### config.mk
export PLATFORM = sky130hd
export DESIGN_NAME = fu_seq
export DESIGN_NICKNAME = d
export VERILOG_FILES = /design/src/rtl/fu_seq.sv
export SDC_FILE = /design/constraint.sdc
export NUM_CORES = 1
export LEC_CHECK = 0
export ABC_AREA = 1
export BUFFER_PORTS_ARGS = -buffer_cell sky130_fd_sc_hd__buf_2
export CAP_MARGIN = 10
export CORE_MARGIN = 4
export CORE_UTILIZATION = 60
export CTS_CLUSTER_SIZE = 10
export DETAILED_ROUTE_END_ITERATION = 10
export PLACE_DENSITY_LB_ADDON = 0.08
export SYNTH_ARGS = -nofsm -noshare
export SYNTH_HDL_FRONTEND = slang
export SYNTH_SLANG_ARGS = --single-unit
### constraint.sdc
create_clock -name clk -period 10.35 [get_ports clk]
set_clock_uncertainty 0.2 [all_clocks]
set_input_delay 0 -clock clk [delete_from_list [all_inputs] [get_ports clk]]
set_output_delay 0 -clock clk [all_outputs]
set_load 0.03 [all_outputs]
### src/rtl/fu_seq.sv
`timescale 1ns/1ps
// fu_seq: registered 16-function unit, 1-cycle latency (FMUL: W+1 cycles, iterative shift-add).
// Result held in RESULT until out_ready; in_ready is high only in IDLE, so no new op while a result waits.
package mycpu_pkg;
  typedef enum logic [3:0] {
    FMOVA = 4'd0,  FINC = 4'd1,  FADD  = 4'd2,  FSUB = 4'd3,
    FDEC  = 4'd4,  FSRA = 4'd5,  FSLA  = 4'd6,  FAND = 4'd7,
    FOR   = 4'd8,  FXOR = 4'd9,  FNOT  = 4'd10, FMOVB = 4'd11,
    FSHR  = 4'd12, FSHL = 4'd13, FMUL  = 4'd14, FUSR = 4'd15
  } fs_t;
endpackage

module fu_seq
  import mycpu_pkg::*;
#(
  parameter int W     = 16,
  parameter int PI_Q8 = 804
) (
  input  logic         clk,
  input  logic         rst_n,
  input  logic         in_valid,
  output logic         in_ready,
  input  logic [W-1:0] a_in,
  input  logic [W-1:0] b_in,
  input  fs_t          fs_in,
  output logic         out_valid,
  input  logic         out_ready,
  output logic [W-1:0] f_out,
  output logic [1:0]   nz_out,
  output logic         v_out
);

  localparam int CW = $clog2(W);
  localparam logic [2*W-1:0] POS_MAX = {{(W+1){1'b0}}, {(W-1){1'b1}}};
  localparam logic [2*W-1:0] NEG_MAG = POS_MAX + 1'b1;

  typedef enum logic [1:0] {S_IDLE, S_MUL, S_RESULT} state_t;

  state_t         state_q, state_d;
  logic [CW-1:0]  cnt_q, cnt_d;
  logic [2*W-1:0] mcand_q, mcand_d;
  logic [W-1:0]   mplier_q, mplier_d;
  logic [2*W-1:0] acc_q, acc_d;
  logic           sign_q, sign_d;
  logic [W-1:0]   f_q, f_d;
  logic           v_q, v_d;

  logic [W-1:0]   alu_f;
  logic           alu_v;
  logic [3:0]     sh_k;
  logic [W-1:0]   usr_d;
  logic [W+31:0]  usr_p, usr_r;
  logic [W-1:0]   a_mag, b_mag;
  logic [2*W-1:0] acc_nxt;

  always_comb begin
    alu_f = '0;
    alu_v = 1'b0;
    sh_k  = {1'b0, b_in[2:0]} + 4'd1;
    usr_d = {a_in[W-2:0], 1'b0};
    usr_p = (W+32)'(usr_d) * (W+32)'(PI_Q8);
    usr_r = usr_p >> 8;
    case (fs_in)
      FMOVA: alu_f = a_in;
      FINC:  alu_f = a_in + W'(1);
      FADD:  alu_f = a_in + b_in;
      FSUB:  alu_f = a_in - b_in;
      FDEC:  alu_f = a_in - W'(1);
      FSRA:  alu_f = $signed(a_in) >>> sh_k;
      FSLA:  alu_f = a_in << sh_k;
      FAND:  alu_f = a_in & b_in;
      FOR:   alu_f = a_in | b_in;
      FXOR:  alu_f = a_in ^ b_in;
      FNOT:  alu_f = ~a_in;
      FMOVB: alu_f = b_in;
      FSHR:  alu_f = b_in >> 1;
      FSHL:  alu_f = b_in << 1;
      FUSR: begin
        if (|usr_r[W+31:W]) begin
          alu_f = '1;
          alu_v = 1'b1;
        end else begin
          alu_f = usr_r[W-1:0];
        end
      end
      default: alu_f = '0;
    endcase
  end

  // Magnitudes as unsigned W bits: -2^(W-1) maps to 2^(W-1) without loss.
  assign a_mag   = a_in[W-1] ? (W'(0) - a_in) : a_in;
  assign b_mag   = b_in[W-1] ? (W'(0) - b_in) : b_in;
  assign acc_nxt = acc_q + (mplier_q[0] ? mcand_q : '0);

  always_comb begin
    state_d  = state_q;
    cnt_d    = cnt_q;
    mcand_d  = mcand_q;
    mplier_d = mplier_q;
    acc_d    = acc_q;
    sign_d   = sign_q;
    f_d      = f_q;
    v_d      = v_q;
    case (state_q)
      S_IDLE: begin
        if (in_valid) begin
          if (fs_in == FMUL) begin
            mcand_d  = {{W{1'b0}}, a_mag};
            mplier_d = b_mag;
            acc_d    = '0;
            sign_d   = a_in[W-1] ^ b_in[W-1];
            cnt_d    = '0;
            state_d  = S_MUL;
          end else begin
            f_d     = alu_f;
            v_d     = alu_v;
            state_d = S_RESULT;
          end
        end
      end
      S_MUL: begin
        acc_d    = acc_nxt;
        mcand_d  = mcand_q << 1;
        mplier_d = mplier_q >> 1;
        cnt_d    = cnt_q + 1'b1;
        if (cnt_q == CW'(W-1)) begin
          cnt_d   = '0;
          state_d = S_RESULT;
          // Negative side may reach exactly 2^(W-1) before clamping.
          if (sign_q) begin
            if (acc_nxt > NEG_MAG) begin
              f_d = {1'b1, {(W-1){1'b0}}};
              v_d = 1'b1;
            end else begin
              f_d = W'(0) - acc_nxt[W-1:0];
              v_d = 1'b0;
            end
          end else begin
            if (acc_nxt > POS_MAX) begin
              f_d = {1'b0, {(W-1){1'b1}}};
              v_d = 1'b1;
            end else begin
              f_d = acc_nxt[W-1:0];
              v_d = 1'b0;
            end
          end
        end
      end
      S_RESULT: begin
        if (out_ready) state_d = S_IDLE;
      end
      default: state_d = S_IDLE;
    endcase
  end

  always_ff @(posedge clk or negedge rst_n) begin
    if (!rst_n) begin
      state_q  <= S_IDLE;
      cnt_q    <= '0;
      mcand_q  <= '0;
      mplier_q <= '0;
      acc_q    <= '0;
      sign_q   <= 1'b0;
      f_q      <= '0;
      v_q      <= 1'b0;
    end else begin
      state_q  <= state_d;
      cnt_q    <= cnt_d;
      mcand_q  <= mcand_d;
      mplier_q <= mplier_d;
      acc_q    <= acc_d;
      sign_q   <= sign_d;
      f_q      <= f_d;
      v_q      <= v_d;
    end
  end

  assign in_ready  = (state_q == S_IDLE);
  assign out_valid = (state_q == S_RESULT);
  assign f_out     = f_q;
  assign v_out     = v_q;
  assign nz_out    = {f_q[W-1], (f_q == '0)};

endmodule
After elaboration in Yosys (flattened, before gate mapping)
Cells that the tools add are included.
Word-level totals
  input port bits: 40
  flip-flop bits (word level): 104
  output and inout bits: 21
  word-level logic and storage cells: 99
Operators by class
  equal/unequal tests: 23
  shift operators: 2
  multiply operators: 1
  bitwise logic cells: 5
  order comparisons: 2
  multiplexer cells: 39
  reductions and logical operators: 9
  add/subtract/negate cells: 10
Operator list (count)
  $pmux W16 S15: 1
  $mux W16: 11
  $mux W32: 5
  $pmux W32 S2: 2
  $pmux W16 S2: 2
  $sub A1 B16 Y16 const A: 3
  $eq A4 B4 Y1 const B: 9
  $add A32 B32 Y32: 1
  $gt A32 B15 Y1 const B: 1
  $gt A32 B16 Y1 const B: 1
  $mul A15 B8 Y23 const B: 1
  $add A16 B1 Y16 const B: 1
  $add A16 B16 Y16: 1
  $and A16 B16 Y16: 1
  $eq A4 B3 Y1 const B: 4
  $logic_not A16 Y1: 1
  $not A16 Y16: 1
  $or A16 B16 Y16: 1
  $shl A16 B4 Y16: 1
  $sshr A16 B4 Y16: 1
  $sub A16 B1 Y16 const B: 1
  $sub A16 B16 Y16: 1
  $xor A16 B16 Y16: 1
  $mux W4: 3
  20 further kinds: 36

Longest topological paths before layout
  depth in word-level cells: 7
  gate-level depth with buffers: 28
  gate-level depth less buffers: 26

Worst setup path before layout
Ideal clock, no wire load.
  path kind: input to register
  from: in a_in[1]
  to: reg f_q[10], in the netlist f_out[10]
  library setup time: 0.122 ns
  data required time: 10.028 ns
  stages: 24
  buffers on the path: 1
  data arrival time: 3.560 ns
  setup slack: 6.468 ns
  path through: inv_1 -> ha_1 -> inv_1 -> fa_1 -> inv_1 -> fa_1 -> ha_1 -> ha_1 -> nand3_1 -> nand3_1 -> inv_1 -> nor2_1 -> nor2_1 -> o21ai_0 -> nand2_1 -> nand2_1 -> nand2_1 -> nand2_1 -> nand3_1 -> nand2_1 -> buf_4 -> nand4_1 -> a21oi_1 -> a21oi_2
On the way
  word-level cells in the longest chain between the ends: 7
  elaborated cells on any way between the ends: 13
  those cells by class: add/sub: 4; mul: 1; shift: 2; mux: 5; reduce/logical: 1
Ends and longest elaborated chain
  start: declaration: line 23  | input logic [W-1:0] a_in,
  $mul A15 B8 Y23: line 61  | usr_p = (W+32)'(usr_d) * (W+32)'(PI_Q8);
  $reduce_or A2 Y1: line 79  | if (|usr_r[W+31:W]) begin
  $mux W16: line 79
  $pmux W16 S15 *: line 63  | case (fs_in)
  $mux W16 *: line 107  | if (fs_in == FMUL) begin
  $mux W16 *: line 106  | if (in_valid) begin
  $pmux W16 S2 *: line 104  | case (state_q)
  end signal: assignment: line 164  | f_q <= '0;
  end signal: assignment: line 173  | f_q <= f_d;
  end: declaration: line 45  | logic [W-1:0] f_q, f_d;
Every way passes the cells marked *; elsewhere a longest branch is shown, timed or not. The select of a mux whose other input is x is not followed.
A chain may end at the register's enable or synchronous reset.

Worst setup path in the final report
  from: in a_in[0]
  to: reg f_q[15], in the netlist f_out[15]
The elaborated chain is that of the path after synthesis.

==> results.md <==
- Run status: finished, violations left
- Violations in the final reports: hold timing
- Fraction of power spent switching nets: 56.3%
- Vias in the first global route: 15000
- Nets: 2581
- Combinational share of power: 67.0%
- Reg-to-reg setup timing slack: 5.81 ns
- Final worst-path cycle share: 47.6%
- Worst path setup slack after routing: 5.43 ns
- Number of instances in the synthesized netlist: 2340
- CTS root buf: sky130_fd_sc_hd__clkbuf_16
- Global-route met1 utilization: 48.7%
- Type of the setup path with the least slack: in2reg
- Fraction of synthesis flops using an asynchronous set or reset pin: 100%
- Starting utilization of the core area: 61.3%
- Port Buf Inserts: 60
- Core footprint: 23500 um^2
- Rel. slew slack: 26.1%
- Boundary pin count: 61
- Number of flip-flops and latches in the synthesized netlist: 104
- Post-CTS setup-driven buffer insertion count: 0
- Global-route wire length before repair: 79.9 mm
- Detailed Route Iter0 Violations: 1534
- Number of flops mapped to enable cells by yosys: 0
- Met2 GRT Util: 60.4%
- Worst hold path class: in2async
- Via Count: 15900
- Share of layout cells above drive strength 1: 5.50%
- Overall die width: 163 um
- Clock latency on the worst-skew pair: 0.37 ns
- Crit. End Element: flop
- Post-CTS clock slew at the launch and capture registers of the worst setup and hold paths: 0.08 ns
- Share of power burned in registers: 22.4%
- Post-synthesis net count: 2562
- Maximum clock rate: 203 MHz
- Maximum fanout count along the critical path: 15
- H-tree levels: 3
- Leakage power total: 8.40 nW
- Detailed Routing Iterations Pass 1: 8
- Total Routed Length: 50.6 mm
- Design internal power: 1.49 mW
- Number of pins exceeding their max-slew limit in the final report: 0
- Detail Route Antenna Nets: 0
- Met3 track utilization from global routing: 6.96%
- Setup violation total in the final timing report: 0
- Maximum number of pins on one net before global-route repair: 67
- Final weighted congestion of routability-driven global placement: 1.11
- Clk network pwr share: 10.6%
- Time the worst path needs with I/O delays and setup: 4.92 ns
- Detailed-route vias per instance: 5.92
- Final standard cell utilization of the core: 65.3%
- Remaining DRCs: 0
- Sink Count: 104
- Overall die area: 26600 um^2
- Data required, critical path: 10.41 ns
- Non-filler instance count after layout: 2683
- Post-synthesis instance area: 14400 um^2
- Setup repair after global routing missed its margin: no
- Dominant synthesized flop cell: sky130_fd_sc_hd__dfrtp_1
- Placement Rows: 56
- Worst hold slack: -0.0137 ns
- Vert. Die Dim: 163 um
- Switching power total: 1.92 mW
- Pin slew with the least headroom to its limit: 1.10 ns
- Setup slack at placement: 5.38 ns
- Final total power: 3.41 mW
- Number of warnings printed during yosys synthesis: 0
- Instance area at placement: 14900 um^2
- Grt ovf: 0
- Area of all placed cells without fillers: 15400 um^2
- Detail Placement HPWL: 40.0 mm
- Global routing usage summed across all routing layers: 37.8%
- Hold Violations, Final: 7
- Clock tree from TritonCTS: done
- Number of max-cap violations: 0
- Category of the worst setup path launch point: input port
- Worst ir drop on vdd: 0.137 mV
- ANT cells: 0
- Number of clock buffers inserted by TritonCTS: 9
- Layout overhead on the synthesized area: 6.39%
- Number of antenna violations at the first check in global routing: 1
- Synth cell types: 51
- Ratio of total power to cell area: 222 nW/um^2
- Share of synthesized area occupied by flip-flops and latches: 18.0%
- GR peak layer: met2
- Beginning of the worst register-to-register path: mplier_q[0]$_DFFE_PN0P_
- Maximum buffer depth of the clock tree: 2
- Routed wire length per instance: 18.8 um
- Number of placed instances with taps included: 2653
- Count of cells along the worst register-to-register path: 21
- Data arrival at the endpoint of the critical path: 4.98 ns
- Average cell area after synthesis: 6.17 um^2
- Reg-to-Reg End: f_out[15]$_DFFE_PN0P_
- Sum of negative setup slack: 0 ns
-- power by group through the flow --
| stage | combinational (mW) | clock, mW | sequential (mW) |
|---|---|---|---|
| after detailed placement | 2.21 | 0 | 0.766 |
| after floorplan | 1.61 | 0 | 0.755 |
| after global routing | 2.53 | 0.380 | 0.788 |
| after global placement | 2.17 | 0 | 0.761 |
| after CTS | 2.23 | 0.362 | 0.760 |
| final | 2.28 | 0.361 | 0.765 |
-- cells in the mapped netlist (5+ instances only) --
cell type | n | area [um^2]
sky130_fd_sc_hd__dfrtp_1 | 104 | 2600
sky130_fd_sc_hd__ha_1 | 161 | 2010
sky130_fd_sc_hd__a21oi_1 | 122 | 611
sky130_fd_sc_hd__o221ai_1 | 10 | 87.6
sky130_fd_sc_hd__nor2_2 | 5 | 31.3
sky130_fd_sc_hd__nand2_1 | 714 | 2680
sky130_fd_sc_hd__clkinv_1 | 6 | 22.5
sky130_fd_sc_hd__o211ai_1 | 25 | 188
sky130_fd_sc_hd__buf_2 | 8 | 40.0
sky130_fd_sc_hd__nor3_1 | 28 | 140
sky130_fd_sc_hd__nand3_1 | 103 | 515
sky130_fd_sc_hd__o22ai_1 | 36 | 225
sky130_fd_sc_hd__a21o_1 | 5 | 37.5
sky130_fd_sc_hd__o21a_1 | 5 | 37.5
sky130_fd_sc_hd__a221oi_1 | 10 | 87.6
sky130_fd_sc_hd__a21oi_2 | 11 | 96.3
sky130_fd_sc_hd__nor4_1 | 9 | 56.3
sky130_fd_sc_hd__nand2_2 | 6 | 37.5
sky130_fd_sc_hd__a211oi_1 | 12 | 90.1
sky130_fd_sc_hd__o21bai_1 | 13 | 97.6
sky130_fd_sc_hd__o21ai_0 | 172 | 861
sky130_fd_sc_hd__buf_1 | 8 | 30.0
sky130_fd_sc_hd__a31oi_1 | 5 | 31.3
sky130_fd_sc_hd__xor2_1 | 37 | 324
sky130_fd_sc_hd__a21boi_0 | 7 | 52.6
sky130_fd_sc_hd__nor2_1 | 198 | 743
sky130_fd_sc_hd__a22o_1 | 5 | 43.8
sky130_fd_sc_hd__nand4_1 | 44 | 275
sky130_fd_sc_hd__fa_1 | 21 | 420
sky130_fd_sc_hd__inv_1 | 338 | 1270
sky130_fd_sc_hd__and2_1 | 7 | 43.8
sky130_fd_sc_hd__xnor2_1 | 8 | 70.1
sky130_fd_sc_hd__nand3b_1 | 5 | 37.5
sky130_fd_sc_hd__clkbuf_1 | 55 | 206
sky130_fd_sc_hd__or2_2 | 5 | 31.3
-- cell families (layout without fill, tap and decap cells) --
kind of cell / after synthesis / count (layout) / share of synthesized area (%)
buffers and inverters: 423 / 447 / 11.2
AOI/OAI and AO/OA: 448 / 448 / 18.2
xor gates and xnor gates: 46 / 46 / 2.92
DFF: 104 / 104 / 18.0
muxes: 4 / 4 / 0.277
adders and majority gates: 182 / 182 / 16.9
and+or+nand+nor: 1133 / 1133 / 32.4
-- worst max-delay path, cell delays in order --
cell                            delay, ns
sky130_fd_sc_hd__dlygate4sd3_1       0.53
sky130_fd_sc_hd__buf_2               0.16
sky130_fd_sc_hd__inv_2               0.22
sky130_fd_sc_hd__ha_1                0.29
sky130_fd_sc_hd__ha_1                0.30
sky130_fd_sc_hd__fa_1                0.47
sky130_fd_sc_hd__ha_1                0.30
sky130_fd_sc_hd__ha_1                0.35
sky130_fd_sc_hd__a21oi_1             0.21
sky130_fd_sc_hd__nand2_1             0.10
sky130_fd_sc_hd__nand2_1             0.08
sky130_fd_sc_hd__o21ai_0             0.13
sky130_fd_sc_hd__a21oi_1             0.32
sky130_fd_sc_hd__inv_1               0.08
sky130_fd_sc_hd__nand2_1             0.09
sky130_fd_sc_hd__nand2_1             0.05
sky130_fd_sc_hd__nand2_1             0.07
sky130_fd_sc_hd__nand3_1             0.23
sky130_fd_sc_hd__nand2_1             0.48
sky130_fd_sc_hd__nand3_1             0.14
sky130_fd_sc_hd__o21ai_0             0.18
sky130_fd_sc_hd__inv_1               0.06
sky130_fd_sc_hd__nand2_1             0.06
sky130_fd_sc_hd__nand2_1             0.04
-- layer usage --
| metal | share of wire, % | vias to the layer above |
|---|---|---|
| met5 | 0.014 | - |
| met4 | 6.3 | 2 |
| met3 | 9.0 | 175 |
| met2 | 44 | 768 |
| met1 | 40 | 7288 |
| li1 | - | 7662 |
-- what timing repair did --
action                                  4_1_cts  5_1_grt
gates resized for setup                       0        0
hold buffers                                 14        0
endpoints found under the setup margin        0        0
endpoints found under the hold margin        58        0
-- layout by cell type (no fill, tap or decap), drive strengths merged, types with 7 or more instances in the layout --
master,synthesis,final
o21bai,13,13
dlygate4sd3,0,14
o211ai,25,25
xor2,38,38
and2,7,7
a221oi,10,10
o22ai,36,36
nand2,721,721
ha,161,161
o221ai,10,10
nand4,44,44
nor4,9,9
nand3,105,105
a21boi,7,7
nor2,206,206
a211oi,12,12
clkbuf,55,9
a21oi,133,133
fa,21,21
nor3,30,30
xnor2,8,8
inv,341,344
o21ai,172,172
buf,21,70
dfrtp,104,104
clkinv,6,8
-- worst max-delay path by stage --
stage	from	end	cells past startpoint	slack (ns)
after global routing	a_in[0]	f_out[0]$_DFFE_PN0P_	22	4.99
final	a_in[0]	f_out[15]$_DFFE_PN0P_	24	5.43
after detailed placement	a_in[1]	f_out[15]$_DFFE_PN0P_	26	5.38
after floorplan	a_in[1]	f_out[10]$_DFFE_PN0P_	24	6.47
after global placement	a_in[1]	f_out[15]$_DFFE_PN0P_	26	5.44
after CTS	a_in[0]	f_out[15]$_DFFE_PN0P_	24	5.49
-- state kept, by name, summed over array words and instances (netlist names) --
signal	cells
v_out	1
sign_q	1
cnt_q	4
mcand_q	32
mplier_q	16
acc_q	32
state_q	2
f_out	16
-- area by class of cell --
| class | count | area [um^2] |
|---|---|---|
| multi-input cells | 1813 | 10200 |
| fillers | 2265 | 8180 |
| flip-flops and latches | 104 | 2600 |
| inverters | 347 | 1300 |
| repair buffers | 84 | 518 |
| well taps | 319 | 399 |
| clock buffers | 9 | 225 |
| clock inverters | 7 | 83.8 |
Power figures use the tool's default switching activity.
